<file path="src/rtl/multicycle_ctrl_v2_pkg.sv">
// Shared encodings for the multicycle controller: state codes, opcode classes
// and the datapath select encodings driven onto the control bus.
package multicycle_ctrl_v2_pkg;

    typedef enum logic [4:0] {
        S_BOOT      = 5'd0,
        S_FETCH     = 5'd1,
        S_DECODE    = 5'd2,
        S_MEM_ADDR  = 5'd3,
        S_MEM_READ  = 5'd4,
        S_MEM_WB    = 5'd5,
        S_MEM_WRITE = 5'd6,
        S_R_EXEC    = 5'd7,
        S_R_WB      = 5'd8,
        S_JR        = 5'd9,
        S_BRANCH    = 5'd10,
        S_JUMP      = 5'd11,
        S_I_EXEC    = 5'd12,
        S_I_WB      = 5'd13,
        S_OUT_ADDR  = 5'd14,
        S_OUT_WRITE = 5'd15,
        S_IN_WAIT   = 5'd16,
        S_IN_WB     = 5'd17,
        S_HALT      = 5'd18,
        S_FAULT     = 5'd19
    } state_e;

    localparam logic [2:0] CLS_R      = 3'b000;
    localparam logic [2:0] CLS_MEM    = 3'b001;
    localparam logic [2:0] CLS_BRANCH = 3'b010;
    localparam logic [2:0] CLS_HALT   = 3'b011;
    localparam logic [2:0] CLS_IMM    = 3'b100;
    localparam logic [2:0] CLS_OUT    = 3'b101;
    localparam logic [2:0] CLS_IN     = 3'b110;
    localparam logic [2:0] CLS_JUMP   = 3'b111;

    localparam logic [1:0] PC_SRC_ULA    = 2'b00;
    localparam logic [1:0] PC_SRC_BRANCH = 2'b01;
    localparam logic [1:0] PC_SRC_JUMP   = 2'b10;
    localparam logic [1:0] PC_SRC_REG    = 2'b11;

    localparam logic [1:0] DATA_SRC_MEM  = 2'b00;
    localparam logic [1:0] DATA_SRC_ULA  = 2'b01;
    localparam logic [1:0] DATA_SRC_IN   = 2'b10;
    localparam logic [1:0] DATA_SRC_LINK = 2'b11;

    localparam logic [1:0] B_SRC_REG    = 2'b00;
    localparam logic [1:0] B_SRC_FOUR   = 2'b01;
    localparam logic [1:0] B_SRC_IMM    = 2'b10;
    localparam logic [1:0] B_SRC_OFFSET = 2'b11;

    localparam logic [1:0] ULA_OP_NONE = 2'b00;
    localparam logic [1:0] ULA_OP_ADD  = 2'b10;
    localparam logic [1:0] ULA_OP_FUNC = 2'b11;

    typedef struct packed {
        logic       pc_cond;
        logic       pc_write;
        logic [1:0] pc_src;
        logic       mem_src;
        logic       mem_write;
        logic       mem_read;
        logic       ir_write;
        logic       reg_src;
        logic       reg_write;
        logic [1:0] data_src;
        logic       a_src;
        logic [1:0] b_src;
        logic [1:0] ula_op;
        logic       display_write;
        logic       halted;
        logic       fault;
    } ctrl_t;

endpackage

</file>
<file path="src/rtl/multicycle_ctrl_v2_if.sv">
// Control bus between the multicycle controller (master) and the datapath (slave).
interface multicycle_ctrl_v2_if #(
    parameter int OPCODE_W = 6,
    parameter int CNT_W    = 16
);
    logic [OPCODE_W-1:0] opcode;
    logic                memReady;
    logic                pcCond;
    logic                pcWrite;
    logic [1:0]          pcSrc;
    logic                memSrc;
    logic                memWrite;
    logic                memRead;
    logic                irWrite;
    logic                regSrc;
    logic                regWrite;
    logic [1:0]          dataSrc;
    logic                aSrc;
    logic [1:0]          bSrc;
    logic [1:0]          ulaOp;
    logic                displayWrite;
    logic                halted;
    logic                fault;
    logic [CNT_W-1:0]    instrCount;
    logic [4:0]          estadoCU;

    modport master (
        input  opcode, memReady,
        output pcCond, pcWrite, pcSrc, memSrc, memWrite, memRead, irWrite,
               regSrc, regWrite, dataSrc, aSrc, bSrc, ulaOp, displayWrite,
               halted, fault, instrCount, estadoCU
    );

    modport slave (
        output opcode, memReady,
        input  pcCond, pcWrite, pcSrc, memSrc, memWrite, memRead, irWrite,
               regSrc, regWrite, dataSrc, aSrc, bSrc, ulaOp, displayWrite,
               halted, fault, instrCount, estadoCU
    );
endinterface

</file>
<file path="src/rtl/enter_sync_edge.sv">
// Synchronises the asynchronous enter button and emits one pulse per rising edge;
// a held button therefore yields exactly one pulse.
module enter_sync_edge #(
    parameter int ENTER_SYNC = 2
) (
    input  logic clk,
    input  logic reset,
    input  logic enter,
    output logic enter_pulse
);
    logic [ENTER_SYNC-1:0] sync_r;
    logic                  edge_r;

    // Synchroniser chain plus previous-value register for edge detection
    always_ff @(posedge clk or negedge reset) begin
        if (!reset) begin
            sync_r <= '0;
            edge_r <= 1'b0;
        end else begin
            sync_r <= (sync_r << 1) | ENTER_SYNC'(enter);
            edge_r <= sync_r[ENTER_SYNC-1];
        end
    end

    assign enter_pulse = sync_r[ENTER_SYNC-1] & ~edge_r;
endmodule

</file>
<file path="src/rtl/multicycle_ctrl_v2.sv">
// Multicycle CPU control FSM: fetch/decode/execute/writeback sequencing with
// memory wait-state timeout, HALT/input handshakes and a retired-instruction counter.
module multicycle_ctrl_v2
    import multicycle_ctrl_v2_pkg::*;
#(
    parameter int OPCODE_W    = 6,
    parameter int ENTER_SYNC  = 2,
    parameter int MEM_TIMEOUT = 16,
    parameter int CNT_W       = 16
) (
    input  logic                 clk,
    input  logic                 reset,
    input  logic                 enter,
    multicycle_ctrl_v2_if.master bus
);
    localparam int WAIT_W = (MEM_TIMEOUT > 1) ? $clog2(MEM_TIMEOUT) : 1;
    localparam logic [WAIT_W-1:0] WAIT_LIMIT = WAIT_W'((MEM_TIMEOUT > 0) ? MEM_TIMEOUT - 1 : 0);
    localparam bit TIMEOUT_EN = (MEM_TIMEOUT > 0);

    state_e              state_r;
    state_e              state_n_s;
    logic [WAIT_W-1:0]   wait_cnt_r;
    logic [CNT_W-1:0]    instr_cnt_r;
    logic [2:0]          op_class_s;
    logic                op0_s;
    logic                enter_pulse_s;
    logic                wait_state_s;
    logic                timeout_s;
    logic                unused_opcode_s;
    ctrl_t               ctrl_s;

    enter_sync_edge #(.ENTER_SYNC(ENTER_SYNC)) u_enter_sync_edge (
        .clk         (clk),
        .reset       (reset),
        .enter       (enter),
        .enter_pulse (enter_pulse_s)
    );

    assign op_class_s      = bus.opcode[OPCODE_W-1 -: 3];
    assign op0_s           = bus.opcode[0];
    assign unused_opcode_s = ^bus.opcode;
    assign wait_state_s    = (state_r == S_FETCH) || (state_r == S_MEM_READ) || (state_r == S_MEM_WRITE);
    // The final waiting cycle is the one whose increment would reach the limit.
    assign timeout_s       = TIMEOUT_EN && !bus.memReady && (wait_cnt_r == WAIT_LIMIT);

    // Next-state selection
    always_comb begin
        state_n_s = state_r;
        case (state_r)
            S_BOOT:      state_n_s = S_FETCH;
            S_FETCH: begin
                if (bus.memReady)   state_n_s = S_DECODE;
                else if (timeout_s) state_n_s = S_FAULT;
                else                state_n_s = S_FETCH;
            end
            S_DECODE: begin
                case (op_class_s)
                    CLS_R:      state_n_s = S_R_EXEC;
                    CLS_MEM:    state_n_s = S_MEM_ADDR;
                    CLS_BRANCH: state_n_s = S_BRANCH;
                    CLS_HALT:   state_n_s = S_HALT;
                    CLS_IMM:    state_n_s = S_I_EXEC;
                    CLS_OUT:    state_n_s = S_OUT_ADDR;
                    CLS_IN:     state_n_s = S_IN_WAIT;
                    CLS_JUMP:   state_n_s = S_JUMP;
                    default:    state_n_s = S_FAULT;
                endcase
            end
            S_MEM_ADDR:  state_n_s = op0_s ? S_MEM_WRITE : S_MEM_READ;
            S_MEM_READ: begin
                if (bus.memReady)   state_n_s = S_MEM_WB;
                else if (timeout_s) state_n_s = S_FAULT;
                else                state_n_s = S_MEM_READ;
            end
            S_MEM_WRITE: begin
                if (bus.memReady)   state_n_s = S_FETCH;
                else if (timeout_s) state_n_s = S_FAULT;
                else                state_n_s = S_MEM_WRITE;
            end
            S_R_EXEC:    state_n_s = op0_s ? S_JR : S_R_WB;
            S_I_EXEC:    state_n_s = S_I_WB;
            S_OUT_ADDR:  state_n_s = S_OUT_WRITE;
            S_IN_WAIT:   state_n_s = enter_pulse_s ? S_IN_WB : S_IN_WAIT;
            S_HALT:      state_n_s = enter_pulse_s ? S_FETCH : S_HALT;
            S_MEM_WB, S_R_WB, S_JR, S_BRANCH, S_JUMP,
            S_I_WB, S_OUT_WRITE, S_IN_WB: state_n_s = S_FETCH;
            S_FAULT:     state_n_s = S_FAULT;
            default:     state_n_s = S_FAULT;
        endcase
    end

    // Control word decode; only the FETCH load strobes look at memReady
    always_comb begin
        ctrl_s = '0;
        case (state_r)
            S_FETCH: begin
                ctrl_s.mem_read = 1'b1;
                ctrl_s.b_src    = B_SRC_FOUR;
                ctrl_s.ula_op   = ULA_OP_ADD;
                ctrl_s.pc_src   = PC_SRC_ULA;
                ctrl_s.ir_write = bus.memReady;
                ctrl_s.pc_write = bus.memReady;
            end
            S_DECODE: begin
                ctrl_s.b_src  = B_SRC_OFFSET;
                ctrl_s.ula_op = ULA_OP_ADD;
            end
            S_MEM_ADDR, S_OUT_ADDR: begin
                ctrl_s.a_src  = 1'b1;
                ctrl_s.b_src  = B_SRC_IMM;
                ctrl_s.ula_op = ULA_OP_ADD;
            end
            S_MEM_READ: begin
                ctrl_s.mem_read = 1'b1;
                ctrl_s.mem_src  = 1'b1;
            end
            S_MEM_WB: begin
                ctrl_s.reg_write = 1'b1;
                ctrl_s.data_src  = DATA_SRC_MEM;
            end
            S_MEM_WRITE: begin
                ctrl_s.mem_write = 1'b1;
                ctrl_s.mem_src   = 1'b1;
            end
            S_R_EXEC: begin
                ctrl_s.a_src  = 1'b1;
                ctrl_s.b_src  = B_SRC_REG;
                ctrl_s.ula_op = ULA_OP_NONE;
            end
            S_R_WB: begin
                ctrl_s.reg_src   = 1'b1;
                ctrl_s.reg_write = 1'b1;
                ctrl_s.data_src  = DATA_SRC_ULA;
            end
            S_JR: begin
                ctrl_s.pc_write = 1'b1;
                ctrl_s.pc_src   = PC_SRC_REG;
            end
            S_BRANCH: begin
                ctrl_s.a_src   = 1'b1;
                ctrl_s.ula_op  = ULA_OP_FUNC;
                ctrl_s.pc_cond = 1'b1;
                ctrl_s.pc_src  = PC_SRC_BRANCH;
            end
            S_JUMP: begin
                ctrl_s.pc_write  = 1'b1;
                ctrl_s.pc_src    = PC_SRC_JUMP;
                ctrl_s.reg_src   = 1'b1;
                ctrl_s.data_src  = DATA_SRC_LINK;
                ctrl_s.reg_write = op0_s;
            end
            S_I_EXEC: begin
                ctrl_s.a_src  = 1'b1;
                ctrl_s.b_src  = B_SRC_IMM;
                ctrl_s.ula_op = ULA_OP_FUNC;
            end
            S_I_WB: begin
                ctrl_s.reg_write = 1'b1;
                ctrl_s.data_src  = DATA_SRC_ULA;
            end
            S_OUT_WRITE: ctrl_s.display_write = 1'b1;
            S_IN_WB: begin
                ctrl_s.reg_write = 1'b1;
                ctrl_s.data_src  = DATA_SRC_IN;
            end
            S_HALT:      ctrl_s.halted = 1'b1;
            S_FAULT:     ctrl_s.fault  = 1'b1;
            default:     ctrl_s = '0;
        endcase
    end

    // State, memory wait counter and retired-instruction counter
    always_ff @(posedge clk or negedge reset) begin
        if (!reset) begin
            state_r     <= S_BOOT;
            wait_cnt_r  <= '0;
            instr_cnt_r <= '0;
        end else begin
            state_r <= state_n_s;
            if (state_n_s != state_r) begin
                wait_cnt_r <= '0;
            end else if (wait_state_s) begin
                wait_cnt_r <= wait_cnt_r + WAIT_W'(1);
            end else begin
                wait_cnt_r <= wait_cnt_r;
            end
            if ((state_n_s == S_FETCH) && (state_r != S_FETCH) && (state_r != S_BOOT)) begin
                instr_cnt_r <= instr_cnt_r + CNT_W'(1);
            end else begin
                instr_cnt_r <= instr_cnt_r;
            end
        end
    end

    assign bus.pcCond       = ctrl_s.pc_cond;
    assign bus.pcWrite      = ctrl_s.pc_write;
    assign bus.pcSrc        = ctrl_s.pc_src;
    assign bus.memSrc       = ctrl_s.mem_src;
    assign bus.memWrite     = ctrl_s.mem_write;
    assign bus.memRead      = ctrl_s.mem_read;
    assign bus.irWrite      = ctrl_s.ir_write;
    assign bus.regSrc       = ctrl_s.reg_src;
    assign bus.regWrite     = ctrl_s.reg_write;
    assign bus.dataSrc      = ctrl_s.data_src;
    assign bus.aSrc         = ctrl_s.a_src;
    assign bus.bSrc         = ctrl_s.b_src;
    assign bus.ulaOp        = ctrl_s.ula_op;
    assign bus.displayWrite = ctrl_s.display_write;
    assign bus.halted       = ctrl_s.halted;
    assign bus.fault        = ctrl_s.fault;
    assign bus.instrCount   = instr_cnt_r;
    assign bus.estadoCU     = state_r;
endmodule

</file>
<file path="src/flat_wrapper.sv">
// flat-port wrapper written by rule: the top's interface ports become plain ports
module multicycle_ctrl_v2_flat import multicycle_ctrl_v2_pkg::*;
#(
    parameter int OPCODE_W    = 6,
    parameter int ENTER_SYNC  = 2,
    parameter int MEM_TIMEOUT = 16,
    parameter int CNT_W       = 16
)
  (clk, reset, enter, bus_opcode, bus_memReady, bus_pcCond, bus_pcWrite, bus_pcSrc, bus_memSrc, bus_memWrite, bus_memRead, bus_irWrite, bus_regSrc, bus_regWrite, bus_dataSrc, bus_aSrc, bus_bSrc, bus_ulaOp, bus_displayWrite, bus_halted, bus_fault, bus_instrCount, bus_estadoCU);
  multicycle_ctrl_v2_if #(.OPCODE_W(OPCODE_W), .CNT_W(CNT_W)) bus_i ();
  input  logic clk;
  input  logic reset;
  input  logic enter;
  input wire logic [$bits(bus_i.opcode)-1:0] bus_opcode;
  input wire logic [$bits(bus_i.memReady)-1:0] bus_memReady;
  output wire logic [$bits(bus_i.pcCond)-1:0] bus_pcCond;
  output wire logic [$bits(bus_i.pcWrite)-1:0] bus_pcWrite;
  output wire logic [$bits(bus_i.pcSrc)-1:0] bus_pcSrc;
  output wire logic [$bits(bus_i.memSrc)-1:0] bus_memSrc;
  output wire logic [$bits(bus_i.memWrite)-1:0] bus_memWrite;
  output wire logic [$bits(bus_i.memRead)-1:0] bus_memRead;
  output wire logic [$bits(bus_i.irWrite)-1:0] bus_irWrite;
  output wire logic [$bits(bus_i.regSrc)-1:0] bus_regSrc;
  output wire logic [$bits(bus_i.regWrite)-1:0] bus_regWrite;
  output wire logic [$bits(bus_i.dataSrc)-1:0] bus_dataSrc;
  output wire logic [$bits(bus_i.aSrc)-1:0] bus_aSrc;
  output wire logic [$bits(bus_i.bSrc)-1:0] bus_bSrc;
  output wire logic [$bits(bus_i.ulaOp)-1:0] bus_ulaOp;
  output wire logic [$bits(bus_i.displayWrite)-1:0] bus_displayWrite;
  output wire logic [$bits(bus_i.halted)-1:0] bus_halted;
  output wire logic [$bits(bus_i.fault)-1:0] bus_fault;
  output wire logic [$bits(bus_i.instrCount)-1:0] bus_instrCount;
  output wire logic [$bits(bus_i.estadoCU)-1:0] bus_estadoCU;
  assign bus_i.opcode = bus_opcode;
  assign bus_i.memReady = bus_memReady;
  assign bus_pcCond = bus_i.pcCond;
  assign bus_pcWrite = bus_i.pcWrite;
  assign bus_pcSrc = bus_i.pcSrc;
  assign bus_memSrc = bus_i.memSrc;
  assign bus_memWrite = bus_i.memWrite;
  assign bus_memRead = bus_i.memRead;
  assign bus_irWrite = bus_i.irWrite;
  assign bus_regSrc = bus_i.regSrc;
  assign bus_regWrite = bus_i.regWrite;
  assign bus_dataSrc = bus_i.dataSrc;
  assign bus_aSrc = bus_i.aSrc;
  assign bus_bSrc = bus_i.bSrc;
  assign bus_ulaOp = bus_i.ulaOp;
  assign bus_displayWrite = bus_i.displayWrite;
  assign bus_halted = bus_i.halted;
  assign bus_fault = bus_i.fault;
  assign bus_instrCount = bus_i.instrCount;
  assign bus_estadoCU = bus_i.estadoCU;
  multicycle_ctrl_v2 #(.OPCODE_W(OPCODE_W), .ENTER_SYNC(ENTER_SYNC), .MEM_TIMEOUT(MEM_TIMEOUT), .CNT_W(CNT_W)) u_core (.clk(clk), .reset(reset), .enter(enter), .bus(bus_i));
endmodule
</file>
<file path="config.mk">
export PLATFORM = sky130hd
export DESIGN_NAME = multicycle_ctrl_v2_flat
export DESIGN_NICKNAME = d
export VERILOG_FILES = /design/src/rtl/multicycle_ctrl_v2_pkg.sv /design/src/rtl/multicycle_ctrl_v2_if.sv /design/src/rtl/enter_sync_edge.sv /design/src/rtl/multicycle_ctrl_v2.sv /design/src/flat_wrapper.sv
export SDC_FILE = /design/constraint.sdc
export NUM_CORES = 1
export LEC_CHECK = 0
export ABC_CLOCK_PERIOD_IN_PS = 2650
export BUFFER_PORTS_ARGS = -buffer_cell sky130_fd_sc_hd__buf_2
export CAP_MARGIN = 30
export CORE_ASPECT_RATIO = 1.2
export CORE_MARGIN = 1
export CORE_UTILIZATION = 25
export CTS_CLUSTER_SIZE = 10
export DETAILED_ROUTE_END_ITERATION = 8
export SLEW_MARGIN = 20
export SYNTH_ARGS = -nofsm -noshare
export SYNTH_HDL_FRONTEND = slang
export SYNTH_SLANG_ARGS = --single-unit
</file>
<file path="constraint.sdc">
create_clock -name clk -period 2.65 [get_ports clk]
set_input_delay 0.1325 -clock clk [delete_from_list [all_inputs] [get_ports clk]]
set_output_delay 0.1325 -clock clk [all_outputs]
set_load 0.02 [all_outputs]
</file>
==> out/metrics.csv <==
stage;metric;value;unit
worst_setup_path;crit_buf_inv;1;
worst_setup_path;r2r_start;u_core.bus.estadoCU[2]$_DFF_PN0_;
logic_synthesis;syn_area;0.001994;mm^2
final_layout;ff_latch_area;700.7;um^2
worst_setup_path;reg2reg_depth;7;
clock_network;clock_latency;270;ps
die;core-area;0.007707;mm^2
logic_synthesis;syn_avg_cell_area;8.747;um^2
global_routing;grt_pass1_wl;8.507;mm
worst_setup_path;cp.required;2850;ps
final_layout;antenna_cells;0;
route;ant_nets;0;
clock_network;cts_root_buf;clkbuf_8;
placed_design;gp_congestion;0.8377;
sta;setup_viol;0;
worst_setup_path;cp.arrival;2650;ps
clock_network;clock-sinks;28;
clock_network;clk_pin_slew;90;ps
worst_setup_path;path_cells;or2_1 > o311a_4 > a311oi_4 > nand4b_4 > buf_4 > nor3_2 > xor2_1;
die;row_count;35;
logic_synthesis;synth_area_leaders;dfrtp_1 (35%), xor2_1 (7.5%), nor2_1 (4.7%), nand2_1 (3.2%), xnor2_1 (3.1%);
die;die_h;99.84;um
logic_synthesis;synth_most_common_cell;dfrtp_1;
route;post_drt_via_cell_ratio;4.919;
worst_setup_path;crit_cells;7;
route;drtIter0Drc;62;
final_layout;num-fill-cells;830;
global_routing;antenna_found_initial;0;
logic_synthesis;synthDominantCellAreaShare;0.3513;
sta;hold_viol_final;0;
worst_setup_path;worstSetupStartpointType;flip-flop;
die;start_util;0.2588;
sta;fin_crit;2456;ps
worst_setup_path;worstSetupPathType;flip-flop to flip-flop;
logic_synthesis;synth_seq_area_share;0.3513;
worst_setup_path;reg2reg_to;u_core.bus.instrCount[15]$_DFFE_PN0P_;
placed_design;pre_cts_ws;171.2;ps
sta;slew_headroom;0.5784;
route;drt_first_pass_iters;4;
route;routed_wl;4.884;mm
sta;slew_viol_final;0;
power_and_ir_drop;power_leakage;1.167;nW
sta;setup-tns-final;0;ps
die;die_area;0.008340;mm^2
status;outcome;finished clean;
worst_setup_path;cp_slowest_stage_delay;470;ps
logic_synthesis;synth_common_cells;dfrtp_1 (28), nor2_1 (25), nand2_1 (17), xor2_1 (17), clkbuf_1 (13);
die;die_w;83.54;um
route;drc;0;
logic_synthesis;async_reset_ff_frac;1.000;
route;vias;1820;
placed_design;io_buffers;48;
worst_setup_path;crit_path_top_delay_cell;dfrtp_1;
worst_setup_path;crit_start;u_core.bus.estadoCU[2]$_DFF_PN0_;
sta;setup_ws;194.2;ps
logic_synthesis;synth_edf_count;0;
clock_network;cts_tree;yes;
sta;finClkSkew;7.052;ps
sta;fmax;407.2;MHz
clock_network;h-tree-depth;1;
logic_synthesis;synth_cell_types;49;
worst_setup_path;path_max_fanout;15;
power_and_ir_drop;powerDensity;1172;mW/mm^2
logic_synthesis;synth_cells;228;
final_layout;area.growth.synth_to_final;22.96;%
global_routing;grt_max_degree;29;
die;io-pin-count;51;
final_layout;multiInputGateArea;0.001181;mm^2
final_layout;final_nets;291;
worst_setup_path;worstSetupEndpointType;flip-flop;
clock_network;cts_buffers;3;
worst_setup_path;cpLargestDelayFamily;simple AND/OR/NAND/NOR gates;
logic_synthesis;synth_fp_nets;240;
placed_design;dp_hpwl;3.723;mm
clock_network;clock_path_buffers;2;
route;routedWlPerCell;13.20;um
final_layout;final_layout_size_suffix_gt1_frac;0.2878;
global_routing;grt_pass1_vias;1703;
logic_synthesis;synth_area_leader_cell;dfrtp_1;
global_routing;track_usage;0.1239;
sta;period_share;0.9267;
global_routing;grt_overflow;0;
clock_network;cts_resized;0;
job;max_cap_violations;0;
sta;rsz0062_at_grt;false;
worst_setup_path;ff2ff_setup_slack;190;ps
logic_synthesis;yosysWarnings;0;
worst_setup_path;crit_path_end;u_core.bus.instrCount[15]$_DFFE_PN0P_;
logic_synthesis;synth_ff_type;dfrtp_1;
logic_synthesis;synth-seq-cells;28;
sta;worst_slew_pin_slew;632.3;ps
worst_hold_path;hold_class;input port to flip-flop;
power_and_ir_drop;irDropWorstVdd;0.7190;mV
cell families after synthesis:
logic type,Yosys count,share of synthesized area
buffers and inverters,24,0.05646
adders and majority gates,2,0.01255
DFF,28,0.3513
and+or+nand+nor,109,0.3099
AOI/OAI and AO/OA,39,0.1537
xor gates and xnor gates,24,0.1054
muxes,2,0.01066
worst min path at each step:
stage                  startpoint                              endpoint  slack [ps]  depth (start not counted)
finish              bus_opcode[5]      u_core.bus.estadoCU[3]$_DFF_PN0_         310                          4
global route        bus_opcode[5]      u_core.bus.estadoCU[3]$_DFF_PN0_         330                          4
CTS                 bus_opcode[5]      u_core.bus.estadoCU[3]$_DFF_PN0_         310                          4
detailed placement          reset  u_core.bus.instrCount[8]$_DFFE_PN0P_         200                          1
global placement            reset  u_core.bus.instrCount[7]$_DFFE_PN0P_         190                          1
floorplan                   reset      u_core.bus.estadoCU[0]$_DFF_PN0_        -160                          0
worst register-to-register path: cells and delay by family (launching register included):
family | cells | cell delay [ps]
xor gates and xnor gates | 1 | 160
and+or+nand+nor | 3 | 750
DFF | 1 | 470
buffers and inverters | 1 | 250
AOI/OAI and AO/OA | 2 | 750
metrics by stage:
step	power (mW)	util	cell area, um^2	hold slack [ps]	std cells
4_1_cts	2.890	0.3182	2452	307.3	370
3_3_place_gp	2.520	0.3063	2361	195.0	364
2_1_floorplan	2.022	-	1994	-163.1	228
3_5_place_dp	2.547	0.3063	2361	197.6	364
5_1_grt	3.111	0.3182	2452	333.2	370
6_report	2.874	0.3182	2452	311.7	370
flip-flops by register name, summed over array words and instances (netlist names):
register and flops:
u_core.bus.estadoCU 5, u_core.u_enter_sync_edge.sync_r 2, u_core.u_enter_sync_edge.edge_r 1, u_core.wait_cnt_r 4
u_core.bus.instrCount 16
cell usage in the layout (no fill, tap or decap), types with 3 or more instances in the layout:
| cell type | synthesis | layout |
|---|---|---|
| nand2b_1 | 6 | 6 |
| nand4_1 | 3 | 3 |
| o21ai_0 | 5 | 5 |
| or3_1 | 5 | 5 |
| nor3_2 | 4 | 4 |
| nand2_1 | 17 | 17 |
| buf_4 | 0 | 13 |
| nand3b_1 | 4 | 4 |
| a31oi_1 | 3 | 3 |
| nor2b_1 | 3 | 3 |
| buf_2 | 0 | 48 |
| dfrtp_1 | 28 | 28 |
| inv_1 | 7 | 7 |
| and3_1 | 3 | 3 |
| xnor2_1 | 7 | 7 |
| clkbuf_8 | 0 | 3 |
| xor2_1 | 17 | 17 |
| nor3b_1 | 6 | 6 |
| a21oi_1 | 11 | 11 |
| nor2_1 | 25 | 25 |
| nor3_1 | 10 | 10 |
| nand3_1 | 12 | 12 |
repair_timing:
action	in CTS	in global routing
hold buffers	2	0
setup buffers	0	0
endpoints found under the hold margin	29	0
where the power goes:
| group | switching (mW) | total (mW) | internal (mW) |
|---|---|---|---|
| clock network | 0.134 | 0.337 | 0.202 |
| registers | 0.126 | 0.649 | 0.524 |
| logic | 1.16 | 1.89 | 0.730 |
| total | 1.42 | 2.87 | 1.46 |
layout make-up:
| type | instances | share of cell area |
|---|---|---|
| Inverter | 7 | 0.01071 |
| Sequential cell | 28 | 0.2857 |
| Tap cell | 92 | 0.04694 |
| Multi-Input combinational cell | 176 | 0.4816 |
| Clock inverter | 1 | 0.01224 |
| Clock buffer | 3 | 0.01684 |
| Timing Repair Buffer | 63 | 0.1459 |
layer usage:
| metal | share of wire | GRT usage | vias up |
|---|---|---|---|
| met5 | 0 | 0 | - |
| met4 | 0.0074 | 0.03129 | 0 |
| met3 | 0.061 | 0.01809 | 4 |
| met2 | 0.45 | 0.2024 | 56 |
| met1 | 0.48 | 0.1728 | 850 |
| li1 | - | - | 910 |
(Power assumes the default switching activity.)
